### src/rtl/coin_acceptor_if.sv
// Coin acceptor bus: raw sensors and credit enable in, coin code and status out.
// Optional audit counters are present only when COIN_ACCEPTOR_AUDIT_EN is defined.
interface coin_acceptor_if;
  logic       sense_5;
  logic       sense_10;
  logic       accept_en;
  logic [1:0] coin;
  logic       reject;
  logic       busy;
`ifdef COIN_ACCEPTOR_AUDIT_EN
  logic [7:0] accepted_cnt;
  logic [7:0] rejected_cnt;

  modport master (
    output sense_5, sense_10, accept_en,
    input  coin, reject, busy, accepted_cnt, rejected_cnt
  );

  modport slave (
    input  sense_5, sense_10, accept_en,
    output coin, reject, busy, accepted_cnt, rejected_cnt
  );
`else
  modport master (
    output sense_5, sense_10, accept_en,
    input  coin, reject, busy
  );

  modport slave (
    input  sense_5, sense_10, accept_en,
    output coin, reject, busy
  );
`endif
endinterface

### src/rtl/coin_acceptor.sv
// coin_acceptor: synchronises and debounces the 5/10-rupee slot sensors and
// emits one single-cycle coin code (or reject pulse) per physical insertion.
// Optional feature macro: COIN_ACCEPTOR_AUDIT_EN adds saturating 8-bit
// accepted/rejected counters on the interface.
//
// state    | meaning
// ---------+-----------------------------------------------------------
// IDLE     | no coin present, waiting for a nonzero sensor pattern
// DEBOUNCE | pattern latched, counting consecutive stable samples
// RELEASE  | decision made (or reset), waiting for the slot to be empty
// HOLDOFF  | slot empty, ignoring sensors for the gap period
module coin_acceptor #(
  parameter int DEB_CYCLES = 4,
  parameter int GAP_CYCLES = 8
) (
  input logic            clk,
  input logic            rst_n,
  coin_acceptor_if.slave bus
);

  typedef enum logic [1:0] {
    ST_IDLE     = 2'd0,
    ST_DEBOUNCE = 2'd1,
    ST_RELEASE  = 2'd2,
    ST_HOLDOFF  = 2'd3
  } state_t;

  // Terminal-count values; the shared counter is 8 bits so GAP up to 255 fits.
  localparam logic [7:0] DEB_LAST = 8'(DEB_CYCLES - 1);
  localparam logic [7:0] GAP_LAST = 8'(GAP_CYCLES - 1);

  logic       r_s5_meta;
  logic       r_s5_sync;
  logic       r_s10_meta;
  logic       r_s10_sync;
  logic [1:0] w_pat;

  state_t     r_state;
  state_t     w_state_nxt;
  logic [7:0] r_cnt;
  logic [7:0] w_cnt_nxt;
  logic [1:0] r_latch;
  logic [1:0] w_latch_nxt;
  logic [1:0] r_coin;
  logic [1:0] w_coin_nxt;
  logic       r_reject;
  logic       w_reject_nxt;

  // Two-flop synchronisers for the asynchronous optical sensors.
  always_ff @(posedge clk or negedge rst_n) begin
    if (!rst_n) begin
      r_s5_meta  <= 1'b0;
      r_s5_sync  <= 1'b0;
      r_s10_meta <= 1'b0;
      r_s10_sync <= 1'b0;
    end else begin
      r_s5_meta  <= bus.sense_5;
      r_s5_sync  <= r_s5_meta;
      r_s10_meta <= bus.sense_10;
      r_s10_sync <= r_s10_meta;
    end
  end

  assign w_pat = {r_s10_sync, r_s5_sync};

  // State, counter, latched pattern and registered decision outputs.
  // Reset lands in RELEASE so a coin already in the slot is never credited.
  always_ff @(posedge clk or negedge rst_n) begin
    if (!rst_n) begin
      r_state  <= ST_RELEASE;
      r_cnt    <= 8'd0;
      r_latch  <= 2'b00;
      r_coin   <= 2'b00;
      r_reject <= 1'b0;
    end else begin
      r_state  <= w_state_nxt;
      r_cnt    <= w_cnt_nxt;
      r_latch  <= w_latch_nxt;
      r_coin   <= w_coin_nxt;
      r_reject <= w_reject_nxt;
    end
  end

  // Next-state, counter and decision logic; pulses default to zero each cycle.
  always_comb begin
    w_state_nxt  = r_state;
    w_cnt_nxt    = r_cnt;
    w_latch_nxt  = r_latch;
    w_coin_nxt   = 2'b00;
    w_reject_nxt = 1'b0;

    unique case (r_state)
      ST_IDLE: begin
        if (w_pat != 2'b00) begin
          w_latch_nxt = w_pat;
          w_cnt_nxt   = 8'd1;
          w_state_nxt = ST_DEBOUNCE;
        end
      end

      ST_DEBOUNCE: begin
        if (w_pat == 2'b00) begin
          // Glitch: sensor dropped before it was stable long enough.
          w_cnt_nxt   = 8'd0;
          w_state_nxt = ST_IDLE;
        end else if (w_pat != r_latch) begin
          w_latch_nxt = w_pat;
          w_cnt_nxt   = 8'd1;
        end else if (r_cnt == DEB_LAST) begin
          // This sample completes the stable run; accept_en is looked at only here.
          w_cnt_nxt   = 8'd0;
          w_state_nxt = ST_RELEASE;
          if (bus.accept_en && (r_latch == 2'b01)) begin
            w_coin_nxt = 2'b01;
          end else if (bus.accept_en && (r_latch == 2'b10)) begin
            w_coin_nxt = 2'b10;
          end else begin
            w_reject_nxt = 1'b1;
          end
        end else begin
          w_cnt_nxt = r_cnt + 8'd1;
        end
      end

      ST_RELEASE: begin
        if (w_pat != 2'b00) begin
          w_cnt_nxt = 8'd0;
        end else if (r_cnt == DEB_LAST) begin
          w_cnt_nxt   = 8'd0;
          w_state_nxt = ST_HOLDOFF;
        end else begin
          w_cnt_nxt = r_cnt + 8'd1;
        end
      end

      ST_HOLDOFF: begin
        if (r_cnt == GAP_LAST) begin
          w_cnt_nxt   = 8'd0;
          w_state_nxt = ST_IDLE;
        end else begin
          w_cnt_nxt = r_cnt + 8'd1;
        end
      end

      default: begin
        w_cnt_nxt   = 8'd0;
        w_state_nxt = ST_RELEASE;
      end
    endcase
  end

  assign bus.coin   = r_coin;
  assign bus.reject = r_reject;
  assign bus.busy   = (r_state != ST_IDLE);

`ifdef COIN_ACCEPTOR_AUDIT_EN
  logic [7:0] r_acc_cnt;
  logic [7:0] r_rej_cnt;

  // Saturating audit counters, stepped on the same edge that raises the pulse.
  always_ff @(posedge clk or negedge rst_n) begin
    if (!rst_n) begin
      r_acc_cnt <= 8'd0;
      r_rej_cnt <= 8'd0;
    end else begin
      if ((w_coin_nxt != 2'b00) && (r_acc_cnt != 8'hFF)) begin
        r_acc_cnt <= r_acc_cnt + 8'd1;
      end
      if (w_reject_nxt && (r_rej_cnt != 8'hFF)) begin
        r_rej_cnt <= r_rej_cnt + 8'd1;
      end
    end
  end

  assign bus.accepted_cnt = r_acc_cnt;
  assign bus.rejected_cnt = r_rej_cnt;
`endif

endmodule

### src/flat_wrapper.sv
// flat-port wrapper written by rule: the top's interface ports become plain ports
module coin_acceptor_flat 
#(
  parameter int DEB_CYCLES = 4,
  parameter int GAP_CYCLES = 8
)
  (clk, rst_n, bus_sense_5, bus_sense_10, bus_accept_en, bus_coin, bus_reject, bus_busy);
  coin_acceptor_if bus_i ();
  input logic clk;
  input logic rst_n;
  input wire logic [$bits(bus_i.sense_5)-1:0] bus_sense_5;
  input wire logic [$bits(bus_i.sense_10)-1:0] bus_sense_10;
  input wire logic [$bits(bus_i.accept_en)-1:0] bus_accept_en;
  output wire logic [$bits(bus_i.coin)-1:0] bus_coin;
  output wire logic [$bits(bus_i.reject)-1:0] bus_reject;
  output wire logic [$bits(bus_i.busy)-1:0] bus_busy;
  assign bus_i.sense_5 = bus_sense_5;
  assign bus_i.sense_10 = bus_sense_10;
  assign bus_i.accept_en = bus_accept_en;
  assign bus_coin = bus_i.coin;
  assign bus_reject = bus_i.reject;
  assign bus_busy = bus_i.busy;
  coin_acceptor #(.DEB_CYCLES(DEB_CYCLES), .GAP_CYCLES(GAP_CYCLES)) u_core (.clk(clk), .rst_n(rst_n), .bus(bus_i));
endmodule
### config.mk
export PLATFORM = sky130hd
export DESIGN_NAME = coin_acceptor_flat
export DESIGN_NICKNAME = d
export VERILOG_FILES = /design/src/rtl/coin_acceptor_if.sv /design/src/rtl/coin_acceptor.sv /design/src/flat_wrapper.sv
export SDC_FILE = /design/constraint.sdc
export NUM_CORES = 1
export LEC_CHECK = 0
export CAP_MARGIN = 0
export CORE_AREA = 2 2 56 58
export CTS_CLUSTER_SIZE = 25
export DETAILED_ROUTE_END_ITERATION = 7
export DIE_AREA = 0 0 58 60
export PLACE_DENSITY = 0.64
export SYNTH_ARGS = -nofsm -noshare
export SYNTH_HDL_FRONTEND = slang
export SYNTH_SLANG_ARGS = --single-unit
### constraint.sdc
create_clock -name clk -period 2.04 [get_ports clk]
set_input_delay 0.51 -clock clk [delete_from_list [all_inputs] [get_ports clk]]
set_output_delay 0.51 -clock clk [all_outputs]
set_load 0.1 [all_outputs]
# Yosys cells after proc, flatten, opt, wreduce, memory -nomap -nowiden

Index checks and enable logic that the tools add are counted.
W data, S select, Z words.

Add/subtract/negate cells: 1
Eq/ne operators: 16
Mux-type cells: 31
Reductions and logical operators: 9

Operators by type and width:

| kind                  | number |
|---|---|
| $mux W8               | 6 |
| $mux W2               | 16 |
| $pmux W8 S4           | 1 |
| $add A8 B1 Y8 const B | 1 |
| $eq A8 B2 Y1 const B  | 1 |
| $eq A8 B3 Y1 const B  | 1 |
| $ne A2 B1 Y1 const B  | 4 |
| $pmux W2 S4           | 1 |
| $eq A2 B2 Y1 const B  | 3 |
| $mux W1               | 6 |
| $reduce_and A6 Y1     | 1 |
| $reduce_bool A2 Y1    | 3 |
| $eq A2 B1 Y1 const B  | 2 |
| $logic_not A2 Y1      | 2 |
| $ne A2 B2 Y1 const B  | 2 |
| $pmux W2 S2           | 1 |
| $reduce_and A4 Y1     | 1 |
| $ne A3 B1 Y1 const B  | 1 |
| $ne A3 B2 Y1 const B  | 1 |
| $logic_and A1 B1 Y1   | 2 |
| $ne A2 B2 Y1          | 1 |

Flip-flop bits (word level): 19
Bits of input ports: 5

# Logic depth before layout (Yosys ltp)

Gate-level depths: netlist of run 1.

Depth after elaboration: 8
Mapped depth: 7
Mapped depth without buffers: 6

# Worst setup path before layout of run 1

Ideal clock, no wire load.

Path type: register -> register
Start point: reg u_core.r_cnt[0]
End point: reg u_core.r_reject, in the netlist u_core.bus.reject
Setup time: 0.073 ns
Arrival time: 1.925 ns
Required time: 1.967 ns
Slack: 0.042 ns
Cell stages (with the launch flop): 7
Path buffers: 0
Cells stage by stage: dfrtp_1 -> ha_1 -> nor4b_4 -> nand2_2 -> or4_4 -> or3_4 -> a21oi_2

Cells in the longest elaborated chain, start to end: 5

RTL lines:

| item                    | line                 | RTL |
|---|---|---|
| start, declared         | coin_acceptor.sv:40  | `logic [7:0] r_cnt;` |
| start signal, assigned  | coin_acceptor.sv:77  | `r_cnt <= w_cnt_nxt;` |
| $eq A8 B2 Y1            | coin_acceptor.sv:109 | `end else if (r_cnt == DEB_LAST) begin` |
| $mux W1                 | coin_acceptor.sv:109 |  |
| $mux W1                 | coin_acceptor.sv:106 | `end else if (w_pat != r_latch) begin` |
| $mux W1                 | coin_acceptor.sv:102 | `if (w_pat == 2'b00) begin` |
| $mux W1                 | coin_acceptor.sv:92  | `unique case (r_state)` |
| net u_core.w_reject_nxt | coin_acceptor.sv:47  | `logic w_reject_nxt;` |
| end signal, assigned    | coin_acceptor.sv:80  | `r_reject <= w_reject_nxt;` |
| end, declared           | coin_acceptor.sv:46  | `logic r_reject;` |

The timed path passes the listed nets, and every way through them passes these cells.
A chain may end at the register's enable or synchronous reset.

# Final worst setup path of run 1

Start point: reg u_core.r_cnt[1]
End point: reg u_core.r_reject, in the netlist u_core.bus.reject

Same word-level chain as after synthesis.

==> impl_metrics.ini, run 1 <==
[setup_path]
worstReg2RegStart = u_core.r_cnt[1]
critPathMaxStageDelay_ns = 0.50
crit_type = reg2reg
regToRegEndpoint = u_core.bus.reject
worst_ep_arrival_time_ns = 2.21
cp-start-kind = register
end_kind = register
worst-r2r-setup-slack_ns = 0.07
cp.required_ns = 2.28
reg2reg_depth = 6
worstPathCellList = ha_2 > nor4b_4 > nand2_2 > or4_4 > or3_4 > a21oi_2
cp_max_fo = 3
cp_slowest_cell = or4_4

[sta]
min_period_ns = 1.972
rsz0062_at_grt = no
maxSlewHeadroom = 0.7501
tightestPinTransition_ns = 0.3714
drv_slew = 0
clock.fmax_mhz = 507.0
skew_ns = 0.007980
fin_crit_sh = 0.9669
setup_viol_count_final = 0
finalHoldViolations = 0

[yosys]
synth_common_cells = dfrtp_1, nand2_1, clkbuf_1, nor2_1, o21ai_0
netlist.area_leader.share = 0.4105
async_reset_ff_frac = 1.000
synth_edf_count = 0
syn_inst = 121
ys_warn_count = 0
synth_top_area_cell = dfrtp_1
syn_area_um2 = 1097
synth_nets = 127
synth_area_leaders = dfrtp_1, nand2_1, a22oi_1
synth_cell_types = 41
synth.avg_cell_area_um2 = 9.069
post-synth-top-count-cell = dfrtp_1
ys_seq_elements = 19
ys.flop_type = dfrtp_1
yosysSeqAreaShare = 0.4344

[grt]
grt_pass1_wl_um = 3953
grt_pass1_vias = 909
antenna_found_initial = 0
grt_remaining_overflow = 0
grt_usage = 0.1507
grt_max_degree = 20

[routing]
top_layer = met4
wl_met1_um = 1019
via_count = 977
routed-wl-met3_um = 116
viasPerCell = 5.615
drc_errors = 0
drt-total-wl_um = 2406
dr.first_iter.drc_count = 27
wire_per_inst_um = 13.83
wl_met2_um = 1219
first_pass_iters = 4
ant_nets = 0

[die]
dieWidth_um = 58
fp.dieH_um = 60
io_pins = 9
die_area_um2 = 3480
fp-row-count = 20
core_area_um2 = 2903
start_util = 0.3780

[clocking]
worstSkewPairLatency_ns = 0.30
cts_tree = done
numCtsBuffers = 3
h-tree-depth = 1
cts.sinks = 19
root_buffer = clkbuf_4
clk_pin_slew_ns = 0.11
cts.path.max_buffers = 2
cts_hold_buffers = 0

[power]
ir_drop_mv = 0.5956
clockPowerShare = 0.132
power_mw = 1.471
comb_power_share = 0.508
power_density_nw_per_um2 = 1095
seqPwrFrac = 0.360
p_leak_nw = 0.6062
p_int_mw = 0.8585
p_switching_mw = 0.6121
swShare = 0.4162

[layout]
drive_above_1_share = 0.2766
design_area_um2 = 1343
fin_nets = 148
syn_to_final_growth_pct = 22.35
diodes = 0

[placed_design]
gp_congestion = 0.8624
place_hpwl_um = 1748
io_buffer_count = 8
place_area_um2 = 1290

[min_path]
hp-start = u_core.r_s10_meta
hold_depth = 0
whs_endpoint = u_core.r_s10_sync
hp-class = reg2reg

[run_status]
outcome = completed

[job]
maxCapViolCount = 0
[worst max-delay path by stage]
stage                                from           endpoint  cells after the start
after global placement    u_core.r_cnt[1]  u_core.bus.reject                      6
after CTS                 u_core.r_cnt[1]  u_core.bus.reject                      6
after floorplan           u_core.r_cnt[0]  u_core.bus.reject                      6
final                     u_core.r_cnt[1]  u_core.bus.reject                      6
after detailed placement  u_core.r_cnt[1]  u_core.bus.reject                      6
after global routing      u_core.r_cnt[1]  u_core.bus.reject                      6
[power groups by stage]
stage	Sequential, mW	Clock (mW)	Combinational (mW)
2_1_floorplan	0.500	0	0.482
3_3_place_gp	0.528	0	0.698
3_5_place_dp	0.535	0	0.706
4_1_cts	0.526	0.205	0.719
5_1_grt	0.540	0.219	0.819
6_report	0.529	0.194	0.747
[kinds of logic after synthesis]
group                    share of synthesized area
adder cells (fa/ha/maj)                    0.01140
XOR/XNOR                                   0.02395
flip-flops                                  0.4344
AND/OR/NAND/NOR                             0.2703
AO/OA/AOI/OAI                               0.2064
buffers and inverters                      0.05360
[state kept, by name, indices dropped and copies added (netlist names), named ones only]
register / flops
u_core.r_s5_meta: 1
u_core.r_s10_meta: 1
u_core.r_s5_sync: 1
u_core.r_cnt: 8
u_core.bus.reject: 1
u_core.r_s10_sync: 1
u_core.r_state: 1
u_core.r_latch: 2
u_core.bus.coin: 2
[layout by cell type (no fill, tap or decap), types with 2 or more instances in the layout]
cell	netlist	final
o21ai_0	7	7
xor2_1	3	3
nand2_1	13	13
o31ai_1	5	5
a21oi_1	4	4
clkdlybuf4s50_1	0	4
nor3_1	2	2
a22oi_1	6	6
clkbuf_4	0	3
buf_4	0	20
or2_2	3	3
nand3_1	6	6
and3_1	4	4
and4_1	2	2
a31oi_1	2	2
dfrtp_1	18	18
inv_1	6	6
nor2_1	7	7
[final cells by class]
class	instances	area [um2]
sequential	19	476.7
clock inverter	1	5.005
inverter	6	22.52
fill	295	1560
multi-input combinational	87	564.3
clock buffer	3	22.52
timing repair buffer	25	210.2
tap	33	41.29
[per-layer routing]
metal	track usage	up-vias
met5	0	-
met4	0.07309	0
met3	0.03896	6
met2	0.2468	26
met1	0.1849	471
li1	-	474
[per-stage QoR]
step / worst slack [ns] / TNS, ns / utilization / instances / hold slack (ns)
after floorplan: 0.04155 / 0 / - / 121 / 0.2144
after global placement: 0.05616 / 0 / 0.4444 / 167 / 0.3327
after CTS: 0.01692 / 0 / 0.4565 / 172 / 0.3637
after global routing: 0.003147 / 0 / 0.4625 / 174 / 0.3745
final: 0.06750 / 0 / 0.4625 / 174 / 0.3593
after detailed placement: -0.007643 / -0.007643 / 0.4444 / 167 / 0.3370
[repair_timing]
item	CTS	global route
pin swaps	0	4
gates resized for setup	0	1
buffers inserted	1	2
endpoints found under the hold margin	0	0
setup endpoints to repair	3	9
[worst max-delay path, delay by kind of cell, from the launching register on]
kind	cells	cell delay [ns]
AOI/OAI and AO/OA	1	0.10
DFF	1	0.40
adders and majority gates	1	0.19
and+or+nand+nor	4	1.21
(Power assumes the default switching activity.)
==> run 2, diff against run 1 <==
--- a/config.mk
+++ b/config.mk
@@ -10,7 +10,10 @@
 export CTS_CLUSTER_SIZE = 25
 export DETAILED_ROUTE_END_ITERATION = 7
 export DIE_AREA = 0 0 58 60
+export HOLD_SLACK_MARGIN = 0.1
 export PLACE_DENSITY = 0.64
+export REMOVE_ABC_BUFFERS = 1
+export SETUP_SLACK_MARGIN = 0.05
 export SYNTH_ARGS = -nofsm -noshare
 export SYNTH_HDL_FRONTEND = slang
 export SYNTH_SLANG_ARGS = --single-unit
==> impl_metrics.ini, run 2 (same netlist as run 1, synthesis figures left out) <==
[run_status]
outcome = completed

[clocking]
h-tree-depth = 1
cts_tree = done
worstSkewPairLatency_ns = 0.31
root_buffer = clkbuf_4
clk_pin_slew_ns = 0.12
cts_hold_buffers = 0
numCtsBuffers = 3
cts.sinks = 19
cts.path.max_buffers = 2

[placed_design]
place_inst = 166
gp_congestion = 0.7754
io_buffer_count = 8
place_hpwl_um = 1639

[grt]
grt_use_met2 = 0.2386
grt_max_degree = 20
grt_use_met3 = 0.04545
grt_pass1_vias = 883
grt_usage = 0.1486
grt_busiest_layer = met2
grt_use_met1 = 0.1816
antenna_found_initial = 0
grt_pass1_wl_um = 3898
grt_remaining_overflow = 0

[sta]
drv_slew = 0
finalSetupTns_ns = 0
maxSlewHeadroom = 0.7274
rsz0062_at_grt = no
clock.fmax_mhz = 528.8
min_period_ns = 1.891
fin_crit_sh = 0.9269
finalHoldViolations = 0
hold_ws_ns = 0.3691
skew_ns = 0.005997
setup_viol_count_final = 0
tightestPinTransition_ns = 0.4051

[routing]
drc_errors = 0
ant_nets = 0
drt-total-wl_um = 2283
dr.first_iter.drc_count = 25
viasPerCell = 5.584
via_count = 966
wire_per_inst_um = 13.20
first_pass_iters = 4

[setup_path]
cp.required_ns = 1.53
crit_type = reg2out
worst_ep_arrival_time_ns = 1.38
regToRegEndpoint = u_core.bus.reject
cp_max_fo = 11
cp-start-kind = register
end_kind = output pin
worst-r2r-setup-slack_ns = 0.16
reg2reg_depth = 6
worstReg2RegStart = u_core.r_cnt[1]

[layout]
diodes = 0
largest_register_ffs = 8
layout_common_cells = buf_4, dfrtp_1, nand2_1
max_flop_register = u_core.r_cnt
final_common_cell = buf_4
fin_nets = 147
stdcell_count = 173
syn_to_final_growth_pct = 22.35
drive_above_1_share = 0.2786

[die]
dieWidth_um = 58
io_pins = 9
fp.dieH_um = 60
core_area_um2 = 2903
fp-row-count = 20
start_util = 0.3780
die_area_um2 = 3480

[min_path]
hold_depth = 0
whs_endpoint = u_core.r_s5_sync
hp-class = reg2reg
hp-start = u_core.r_s5_meta

[power]
power_density_nw_per_um2 = 1083
ir_drop_mv = 0.7283
p_leak_nw = 0.5981

[job]
maxCapViolCount = 0
## run 2: changes by cell type in the layout (fill, tap and decap cells not counted)
cell        previous run  this run
clkinv_2               1         0
nor3_2                 0         1
buf_4                 20        19
clkinvlp_4             0         1
nor3_1                 2         1
## run 2: worst max-delay path by stage
stage / start / to / slack [ns] / depth (start not counted)
global placement: u_core.r_cnt[1] / u_core.bus.reject / 0.07 / 6
finish: u_core.r_state[0] / bus_busy / 0.15 / 3
global route: u_core.r_cnt[1] / u_core.bus.reject / 0.05 / 6
floorplan: u_core.r_cnt[0] / u_core.bus.reject / 0.04 / 6
detailed placement: u_core.r_cnt[1] / u_core.bus.reject / 0.02 / 6
CTS: u_core.r_cnt[1] / u_core.bus.reject / 0.05 / 6
## run 2: worst max-delay path, stage by stage (launching register included)
cell	delay, ns
dfrtp_1	0.41
buf_4	0.17
or2_2	0.30
buf_12	0.17
## run 2: area by class of cell
type / instances / area (um2)
fillers: 276 / 1560
clock inverters: 1 / 7.507
multi-input cells: 87 / 569.3
inverters: 6 / 22.52
clock buffers: 3 / 22.52
repair buffers: 24 / 202.7
flip-flops and latches: 19 / 476.7
well taps: 33 / 41.29
## run 2: through the flow
stage          setup WS [ns]  instance area [um2]  total power [mW]    util
2_1_floorplan        0.04156                 1061            0.9545       -
3_3_place_gp         0.06540                 1282             1.203  0.4418
3_5_place_dp         0.02194                 1282             1.218  0.4418
4_1_cts              0.05211                 1328             1.446  0.4573
5_1_grt              0.05334                 1343             1.569  0.4625
6_report              0.1491                 1343             1.454  0.4625
## run 2: metal layers
metal  up-vias  share of wire
met1       457           0.48
met5         -              0
met4         0          0.018
li1        479              -
met2        24           0.46
met3         6          0.038
## run 2: where the power goes
group / switching, mW / internal, mW / leakage, nW
sequential: 0.106 / 0.449 / 0.240
combinational: 0.375 / 0.319 / 0.345
clock: 0.130 / 0.0749 / 0.0139
total: 0.611 / 0.843 / 0.598
## run 2: timing repair
item                       4_1_cts  5_1_grt
pin swaps                        0        3
resized for setup                0        2
setup endpoints to repair        3        5
buffers inserted                 2        1
